===== config.mk =====
export PLATFORM = sky130hd
export DESIGN_NAME = vga_tile_pipe
export DESIGN_NICKNAME = d
export VERILOG_FILES = /design/src/rtl/vga_pkg.sv /design/src/rtl/vga_sync_counter.sv /design/src/rtl/vga_tile_pipe.sv
export SDC_FILE = /design/constraint.sdc
export NUM_CORES = 1
export LEC_CHECK = 0
export ABC_AREA = 0
export ABC_CLOCK_PERIOD_IN_PS = 3000
export BUFFER_PORTS_ARGS = -buffer_cell sky130_fd_sc_hd__clkbuf_2
export CAP_MARGIN = 20
export CORE_UTILIZATION = 45
export CTS_BUF_LIST = sky130_fd_sc_hd__clkbuf_8
export CTS_CLUSTER_DIAMETER = 120
export CTS_CLUSTER_SIZE = 40
export DETAILED_ROUTE_END_ITERATION = 10
export HOLD_SLACK_MARGIN = 0.05
export SLEW_MARGIN = 10
export SYNTH_ARGS = -nofsm -noshare
export SYNTH_HDL_FRONTEND = slang
export SYNTH_SLANG_ARGS = --single-unit

===== constraint.sdc =====
create_clock -name clk -period 3 [get_ports clk]
set_input_delay 0.6 -clock clk [delete_from_list [all_inputs] [get_ports clk]]
set_output_delay 0.6 -clock clk [all_outputs]
set_load 0.03 [all_outputs]

===== src/rtl/vga_pkg.sv =====
// Shared types, default 640x480@60 timing and helpers for the VGA tile pipeline.
package vga_pkg;

    // Output source selection, latched once per frame.
    typedef enum logic [1:0] {
        VGA_MODE_RAM   = 2'b00,
        VGA_MODE_BARS  = 2'b01,
        VGA_MODE_WHITE = 2'b10,
        VGA_MODE_BLACK = 2'b11
    } vga_mode_e;

    // Default 640x480@60 timing (25.175 MHz pixel clock).
    localparam int VGA_H_ACTIVE = 640;
    localparam int VGA_H_FP     = 16;
    localparam int VGA_H_SYNC   = 96;
    localparam int VGA_H_BP     = 48;
    localparam int VGA_V_ACTIVE = 480;
    localparam int VGA_V_FP     = 10;
    localparam int VGA_V_SYNC   = 2;
    localparam int VGA_V_BP     = 33;

    // Side information that travels with each pixel while its tile read is in flight.
    typedef struct packed {
        logic       active;
        logic       hsync;
        logic       vsync;
        logic       first;
        vga_mode_e  mode;
        logic [2:0] bar;
    } pix_tag_t;

    // Total ticks per line (or lines per frame) from the four timing segments.
    function automatic int vga_total(input int active, input int fp, input int sync, input int bp);
        return active + fp + sync + bp;
    endfunction

endpackage


===== src/rtl/vga_sync_counter.sv =====
// Horizontal/vertical scan counters with raw active, sync and frame-wrap decode.
module vga_sync_counter
    import vga_pkg::*;
#(
    parameter int H_ACTIVE = VGA_H_ACTIVE,
    parameter int H_FP     = VGA_H_FP,
    parameter int H_SYNC   = VGA_H_SYNC,
    parameter int H_BP     = VGA_H_BP,
    parameter int V_ACTIVE = VGA_V_ACTIVE,
    parameter int V_FP     = VGA_V_FP,
    parameter int V_SYNC   = VGA_V_SYNC,
    parameter int V_BP     = VGA_V_BP,
    parameter int HCW      = $clog2(vga_total(H_ACTIVE, H_FP, H_SYNC, H_BP)),
    parameter int VCW      = $clog2(vga_total(V_ACTIVE, V_FP, V_SYNC, V_BP))
) (
    input  logic           clk,
    input  logic           reset,
    input  logic           pix_en,
    output logic [HCW-1:0] hc,
    output logic [VCW-1:0] vc,
    output logic           active,
    output logic           hsync_raw,
    output logic           vsync_raw,
    output logic           frame_wrap
);

    localparam int H_TOTAL = vga_total(H_ACTIVE, H_FP, H_SYNC, H_BP);
    localparam int V_TOTAL = vga_total(V_ACTIVE, V_FP, V_SYNC, V_BP);

    localparam logic [HCW-1:0] H_LAST     = HCW'(H_TOTAL - 1);
    localparam logic [HCW-1:0] H_ACT_END  = HCW'(H_ACTIVE);
    localparam logic [HCW-1:0] HS_START   = HCW'(H_ACTIVE + H_FP);
    localparam logic [HCW-1:0] HS_END     = HCW'(H_ACTIVE + H_FP + H_SYNC - 1);
    localparam logic [VCW-1:0] V_LAST     = VCW'(V_TOTAL - 1);
    localparam logic [VCW-1:0] V_ACT_END  = VCW'(V_ACTIVE);
    localparam logic [VCW-1:0] VS_START   = VCW'(V_ACTIVE + V_FP);
    localparam logic [VCW-1:0] VS_END     = VCW'(V_ACTIVE + V_FP + V_SYNC - 1);

    logic [HCW-1:0] hc_q, hc_d;
    logic [VCW-1:0] vc_q, vc_d;
    logic           hWrap;
    logic           vWrap;

    assign hWrap = (hc_q == H_LAST);
    assign vWrap = (vc_q == V_LAST);

    // Advance the raster position by one pixel per tick, stepping the line at end of row.
    always_comb begin
        hc_d = hc_q;
        vc_d = vc_q;
        if (pix_en) begin
            if (hWrap) begin
                hc_d = '0;
                vc_d = vWrap ? '0 : vc_q + 1'b1;
            end else begin
                hc_d = hc_q + 1'b1;
            end
        end
    end

    // Counter registers restart at the top-left corner on reset.
    always_ff @(posedge clk or negedge reset) begin
        if (!reset) begin
            hc_q <= '0;
            vc_q <= '0;
        end else begin
            hc_q <= hc_d;
            vc_q <= vc_d;
        end
    end

    assign hc         = hc_q;
    assign vc         = vc_q;
    assign active     = (hc_q < H_ACT_END) && (vc_q < V_ACT_END);
    assign hsync_raw  = (hc_q >= HS_START) && (hc_q <= HS_END);
    assign vsync_raw  = (vc_q >= VS_START) && (vc_q <= VS_END);
    assign frame_wrap = pix_en && hWrap && vWrap;

endmodule


===== src/rtl/vga_tile_pipe.sv =====
// VGA scan engine: tile fetch, latency-matched sync/blank delay line and colour output.
module vga_tile_pipe
    import vga_pkg::*;
#(
    parameter int H_ACTIVE   = VGA_H_ACTIVE,
    parameter int H_FP       = VGA_H_FP,
    parameter int H_SYNC     = VGA_H_SYNC,
    parameter int H_BP       = VGA_H_BP,
    parameter int V_ACTIVE   = VGA_V_ACTIVE,
    parameter int V_FP       = VGA_V_FP,
    parameter int V_SYNC     = VGA_V_SYNC,
    parameter int V_BP       = VGA_V_BP,
    parameter bit SYNC_POL   = 1'b0,
    parameter int COLOR_W    = 1,
    parameter int TILE_SHIFT = 5,
    parameter int ADDR_W     = 10,
    parameter int RD_LAT     = 1
) (
    input  logic                 clk,
    input  logic                 reset,
    input  logic                 pix_en,
    input  logic [1:0]           mode,
    input  logic [3*COLOR_W-1:0] rdata,
    output logic                 re,
    output logic [ADDR_W-1:0]    raddr,
    output logic [COLOR_W-1:0]   R_out,
    output logic [COLOR_W-1:0]   G_out,
    output logic [COLOR_W-1:0]   B_out,
    output logic                 HSync,
    output logic                 VSync,
    output logic                 frame_start
);

    localparam int H_TOTAL = vga_total(H_ACTIVE, H_FP, H_SYNC, H_BP);
    localparam int V_TOTAL = vga_total(V_ACTIVE, V_FP, V_SYNC, V_BP);
    localparam int HCW     = $clog2(H_TOTAL);
    localparam int VCW     = $clog2(V_TOTAL);
    localparam int TILES_X = H_ACTIVE >> TILE_SHIFT;
    localparam int BAR_W   = H_ACTIVE / 8;
    localparam int BPW     = (BAR_W > 1) ? $clog2(BAR_W) : 1;

    localparam logic [ADDR_W-1:0] TILES_X_A = ADDR_W'(TILES_X);
    localparam logic [HCW-1:0]    H_LAST    = HCW'(H_TOTAL - 1);
    localparam logic [BPW-1:0]    BAR_LAST  = BPW'(BAR_W - 1);

    logic [HCW-1:0]       hc;
    logic [VCW-1:0]       vc;
    logic                 active;
    logic                 hsyncRaw;
    logic                 vsyncRaw;
    logic                 frameWrap;
    logic                 lineEnd;

    vga_mode_e            modeLatch_q;
    logic [BPW-1:0]       barPix_q;
    logic [2:0]           barIdx_q;
    logic [ADDR_W-1:0]    tileAddr;
    logic                 re_d, re_q;
    logic [ADDR_W-1:0]    raddr_q;
    pix_tag_t             tagIn;
    pix_tag_t             tagOut;
    pix_tag_t             tagPipe_q [RD_LAT];
    logic [3*COLOR_W-1:0] colour_d, rgb_q;
    logic                 hsync_q, vsync_q, frameStart_q;

    vga_sync_counter #(
        .H_ACTIVE (H_ACTIVE),
        .H_FP     (H_FP),
        .H_SYNC   (H_SYNC),
        .H_BP     (H_BP),
        .V_ACTIVE (V_ACTIVE),
        .V_FP     (V_FP),
        .V_SYNC   (V_SYNC),
        .V_BP     (V_BP),
        .HCW      (HCW),
        .VCW      (VCW)
    ) uCounter (
        .clk        (clk),
        .reset      (reset),
        .pix_en     (pix_en),
        .hc         (hc),
        .vc         (vc),
        .active     (active),
        .hsync_raw  (hsyncRaw),
        .vsync_raw  (vsyncRaw),
        .frame_wrap (frameWrap)
    );

    assign lineEnd = (hc == H_LAST);

    // Mode only changes at the frame boundary so a frame is never drawn in two modes.
    always_ff @(posedge clk or negedge reset) begin
        if (!reset) begin
            modeLatch_q <= VGA_MODE_RAM;
        end else if (frameWrap) begin
            modeLatch_q <= vga_mode_e'(mode);
        end
    end

    // Bar counter tracks hc so barIdx_q is the colour-bar index of the current pixel.
    always_ff @(posedge clk or negedge reset) begin
        if (!reset) begin
            barPix_q <= '0;
            barIdx_q <= '0;
        end else if (pix_en) begin
            if (lineEnd) begin
                barPix_q <= '0;
                barIdx_q <= '0;
            end else if (barPix_q == BAR_LAST) begin
                barPix_q <= '0;
                barIdx_q <= barIdx_q + 3'd1;
            end else begin
                barPix_q <= barPix_q + 1'b1;
            end
        end
    end

    assign tileAddr = ADDR_W'(vc >> TILE_SHIFT) * TILES_X_A + ADDR_W'(hc >> TILE_SHIFT);
    assign re_d     = pix_en && active && (modeLatch_q == VGA_MODE_RAM);

    // Issue the tile read; the address is held between reads so the RAM output stays put.
    always_ff @(posedge clk or negedge reset) begin
        if (!reset) begin
            re_q    <= 1'b0;
            raddr_q <= '0;
        end else begin
            re_q <= re_d;
            if (re_d) begin
                raddr_q <= tileAddr;
            end
        end
    end

    assign re    = re_q;
    assign raddr = raddr_q;

    // Bundle the current pixel's timing and mode so it can follow its tile read.
    always_comb begin
        tagIn        = '0;
        tagIn.active = active;
        tagIn.hsync  = hsyncRaw;
        tagIn.vsync  = vsyncRaw;
        tagIn.first  = (hc == '0) && (vc == '0);
        tagIn.mode   = modeLatch_q;
        tagIn.bar    = barIdx_q;
    end

    // Delay line of RD_LAT stages; together with the output register it matches the RAM latency.
    always_ff @(posedge clk or negedge reset) begin
        if (!reset) begin
            for (int i = 0; i < RD_LAT; i++) begin
                tagPipe_q[i] <= '0;
            end
        end else if (pix_en) begin
            tagPipe_q[0] <= tagIn;
            for (int i = 1; i < RD_LAT; i++) begin
                tagPipe_q[i] <= tagPipe_q[i-1];
            end
        end
    end

    assign tagOut = tagPipe_q[RD_LAT-1];

    // Pick the pixel colour for the pixel leaving the delay line; blanking forces black.
    always_comb begin
        colour_d = '0;
        if (tagOut.active) begin
            case (tagOut.mode)
                VGA_MODE_RAM:   colour_d = rdata;
                VGA_MODE_BARS:  colour_d = {{COLOR_W{tagOut.bar[2]}},
                                            {COLOR_W{tagOut.bar[1]}},
                                            {COLOR_W{tagOut.bar[0]}}};
                VGA_MODE_WHITE: colour_d = '1;
                default:        colour_d = '0;
            endcase
        end
    end

    // Output pins are registered and only move on a pixel tick; frame_start is a single-clock pulse.
    always_ff @(posedge clk or negedge reset) begin
        if (!reset) begin
            rgb_q        <= '0;
            hsync_q      <= ~SYNC_POL;
            vsync_q      <= ~SYNC_POL;
            frameStart_q <= 1'b0;
        end else begin
            frameStart_q <= pix_en && tagOut.first;
            if (pix_en) begin
                rgb_q   <= colour_d;
                hsync_q <= tagOut.hsync ? SYNC_POL : ~SYNC_POL;
                vsync_q <= tagOut.vsync ? SYNC_POL : ~SYNC_POL;
            end
        end
    end

    assign R_out       = rgb_q[3*COLOR_W-1 -: COLOR_W];
    assign G_out       = rgb_q[2*COLOR_W-1 -: COLOR_W];
    assign B_out       = rgb_q[COLOR_W-1:0];
    assign HSync       = hsync_q;
    assign VSync       = vsync_q;
    assign frame_start = frameStart_q;

endmodule


==> metrics <==
status finished, final reports clean; Worst VDD drop 0.320 mV; initial antenna violation count 0; ys flop type dfrtp_1; Via Count 2124; die height 83.7 um; Final Total Pwr 1.90 mW; top routing layer in use met4; Die ar. 7000 um2; fin crit period 2.56 ns; final hold vios 0; Skew-Pair Late Insertion Delay 0.33 ns; Setup CP Type register to register; Post-Synthesis Cells 278; Port Buf Inserts 24; P_sw 554 uW; power per standard cell area 561 nW/um2; CP most frequent cell ha_1; total iterations of the first detailed-routing run 4; DP Area 3200 um2; IO Pins 25; GPL Wtd Cong 0.815; Critical Path AT 2.78 ns; GRT Util Overall 18.2%; global-route wire length before repair 9890 um; Reg2Reg Depth 6; cts bufs inserted 9; crit path capture type register; routed length on met2 2580 um; CTS resizes 0; Syn Std Cell Area 3000 um2; CTS tree yes; Multi-input gate area 1450 um2; crit-path max FO 8; async set or reset register ratio after synthesis 100%; Post-synth EDFFs 0; DRC Markers 0; antenna cell count 0; Vias/cell 5.43; clock sinks 58; final WL 5750 um; combinational share of power 13.4%; leakage 1.64 nW; R2R setup slack 0.44 ns; Hold WS 0.389 ns; # rows 29; area added between synthesis and finish 12.8%; CP max-delay cell fa_1; Final Cycle Share 85.4%; Final setup viols 0; CP delay by family, top adder cells; CP Data Required Time 3.22 ns; maximum clock frequency 0.390 GHz; fillers 586; RSZ-0062 raised after global routing false; largest net degree at the start of global routing 59; wire per inst 14.7 um; Final ANT Viol Nets 0; syn_area_per_cell 10.8 um2; Initial Util 47.0%; CP startpoint kind register; setup TNS 0 ns; Core ar. 6390 um2; Hold Crit Class primary input to async pin; FF-to-FF Start uCounter.vc[6]; H-tree depth 3; Yosys cell types 51; critical path cell sequence ha_1, ha_1, fa_1, nor4bb_1, xnor3_1, mux2_2; synth warn 0; DR WL met3 135 um; share of layout cells above drive strength 1 20.1%; register bit count reported by yosys 58; Root Buffer clkbuf_8; Sequential Area 1450 um2; peak per-stage delay on the critical path 0.56 ns; DRT iter0 DRCs 77; final-report max-slew violation count 0; post-synthesis sequential area ratio 48.4%; DIE WIDTH 83.7 um; post-route cell area 3390 um2; max_slew headroom 50.8%; Clock Path Buffers 2; nets@finish 334; sequential share of power 50.8%; Worst Path Buf+Inv 0; max-cap viol count 0; HPWL Detailed 3970 um; Syn Nets 303; Post-CTS Setup Repair Bufs 0; switch share 29.2%; clock share of power 35.8%; GRT Residual Overflow 0; reg2reg end raddr[8]; Routed met1 length 2890 um; worst-margin pin slew 0.738 ns; hold_buf cts 0; internal power 1.35 mW; Final Skew 0.00766 ns; Worst-path clk slew 0.07 ns; vias in the first global route 2115
==> per-stage QoR <==
step | util (%) | setup WS (ns) | instances
6_report | 53.0 | 0.437 | 391
3_5_place_dp | 50.1 | 0.445 | 375
5_1_grt | 53.0 | 0.276 | 391
3_3_place_gp | 50.1 | 0.461 | 375
2_1_floorplan | - | 0.570 | 278
4_1_cts | 53.0 | 0.437 | 391
==> state kept, by name (all words and copies together), names as in the netlist <==
| name | cells |
|---|---|
| HSync | 1 |
| VSync | 1 |
| barIdx_q | 3 |
| barPix_q | 7 |
| frame_start | 1 |
| modeLatch_q | 2 |
| raddr | 10 |
| re | 1 |
| rgb_q | 3 |
| tagOut | 9 |
| uCounter.hc | 10 |
| uCounter.vc | 10 |
==> worst max-delay path by stage <==
| stage | endpoint | slack [ns] | cells past startpoint | startpoint |
|---|---|---|---|---|
| 2_1_floorplan | raddr[8] | 0.57 | 6 | uCounter.vc[6] |
| 3_3_place_gp | raddr[8] | 0.46 | 7 | uCounter.vc[6] |
| 3_5_place_dp | raddr[8] | 0.45 | 7 | uCounter.vc[6] |
| 4_1_cts | raddr[8] | 0.44 | 7 | uCounter.vc[6] |
| 5_1_grt | raddr[8] | 0.28 | 7 | uCounter.vc[6] |
| 6_report | raddr[8] | 0.44 | 6 | uCounter.vc[6] |
==> worst reg2reg max path, cell delays in order, from the launching register on <==
cell and delay (ns):
dfrtp_1 0.48, ha_1 0.35, ha_1 0.23, fa_1 0.56
nor4bb_1 0.32, xnor3_1 0.25, mux2_2 0.26
==> per-layer routing <==
| layer | vias up | GRT usage (%) |
|---|---|---|
| met5 | - | 0 |
| met1 | 1028 | 24.6 |
| met4 | 0 | 9.71 |
| met2 | 32 | 27.6 |
| met3 | 9 | 3.36 |
| li1 | 1055 | - |
==> final cells by class <==
cell class	instances	share of cell area (%)
clock buffer	9	3.66
clock inverter	7	1.81
tap	77	2.84
multi-input combinational	197	42.7
timing repair buffer	28	4.43
sequential	58	42.9
inverter	15	1.66
==> cell usage in the layout, fill, tap and decap left out, drive strengths merged, types with 4 or more instances in the layout <==
cell | Yosys | final
a21o | 6 | 6
a21oi | 9 | 9
buf | 6 | 4
clkbuf | 2 | 33
clkinv | 0 | 4
dfrtp | 56 | 56
ha | 15 | 15
inv | 15 | 16
mux2 | 14 | 14
mux2i | 4 | 4
nand2 | 18 | 18
nand3 | 15 | 15
nand4 | 7 | 7
nor2 | 19 | 19
nor3 | 6 | 6
o21ai | 15 | 15
xnor2 | 12 | 12
xor2 | 9 | 9
==> synth_stat cells, types with 2 or more instances <==
| cell | n | share of area (%) |
|---|---|---|
| buf_6 | 2 | 0.75 |
| xor2_1 | 9 | 2.6 |
| nand2_1 | 18 | 2.2 |
| dfstp_2 | 2 | 1.7 |
| mux2i_1 | 4 | 1.3 |
| a2111oi_0 | 3 | 0.88 |
| o31ai_1 | 2 | 0.50 |
| xnor2_1 | 12 | 3.5 |
| nor4bb_1 | 3 | 1.0 |
| buf_1 | 2 | 0.25 |
| dfrtp_1 | 56 | 47 |
| or3_1 | 3 | 0.63 |
| a21o_1 | 6 | 1.5 |
| nand2b_1 | 3 | 0.63 |
| clkbuf_1 | 2 | 0.25 |
| nor3_1 | 5 | 0.83 |
| and2_1 | 2 | 0.42 |
| nor2_1 | 18 | 2.2 |
| fa_1 | 2 | 1.3 |
| inv_1 | 15 | 1.9 |
| nand4_1 | 6 | 1.3 |
| mux2_2 | 14 | 5.2 |
| nor4_1 | 3 | 0.63 |
| and4_1 | 2 | 0.58 |
| buf_2 | 2 | 0.33 |
| nand3_1 | 15 | 2.5 |
| and3_1 | 3 | 0.63 |
| nor2b_1 | 3 | 0.63 |
| ha_1 | 15 | 6.3 |
| a21oi_1 | 8 | 1.3 |
| o21ai_0 | 14 | 2.3 |
| o22ai_1 | 3 | 0.63 |
| nand4b_1 | 3 | 0.88 |
==> power by group through the flow <==
stage	sequential [mW]	clock [mW]	combinational [mW]
2_1_floorplan	0.971	0	0.205
3_3_place_gp	0.979	0	0.252
3_5_place_dp	0.979	0	0.255
4_1_cts	0.966	0.706	0.257
5_1_grt	0.982	0.743	0.287
6_report	0.966	0.681	0.254
==> cell families (layout without fill, tap and decap cells) <==
kind of cell	count (synthesis)	count (layout)	synth area share, %
compound gates	45	45	9.63
xor+xnor	22	22	6.88
buf+inv	23	59	3.46
simple gates	95	95	17.5
flops	58	58	48.4
fa+ha+maj	17	17	7.58
mux	18	18	6.58
Note: power is estimated with default switching activity, not from simulation.
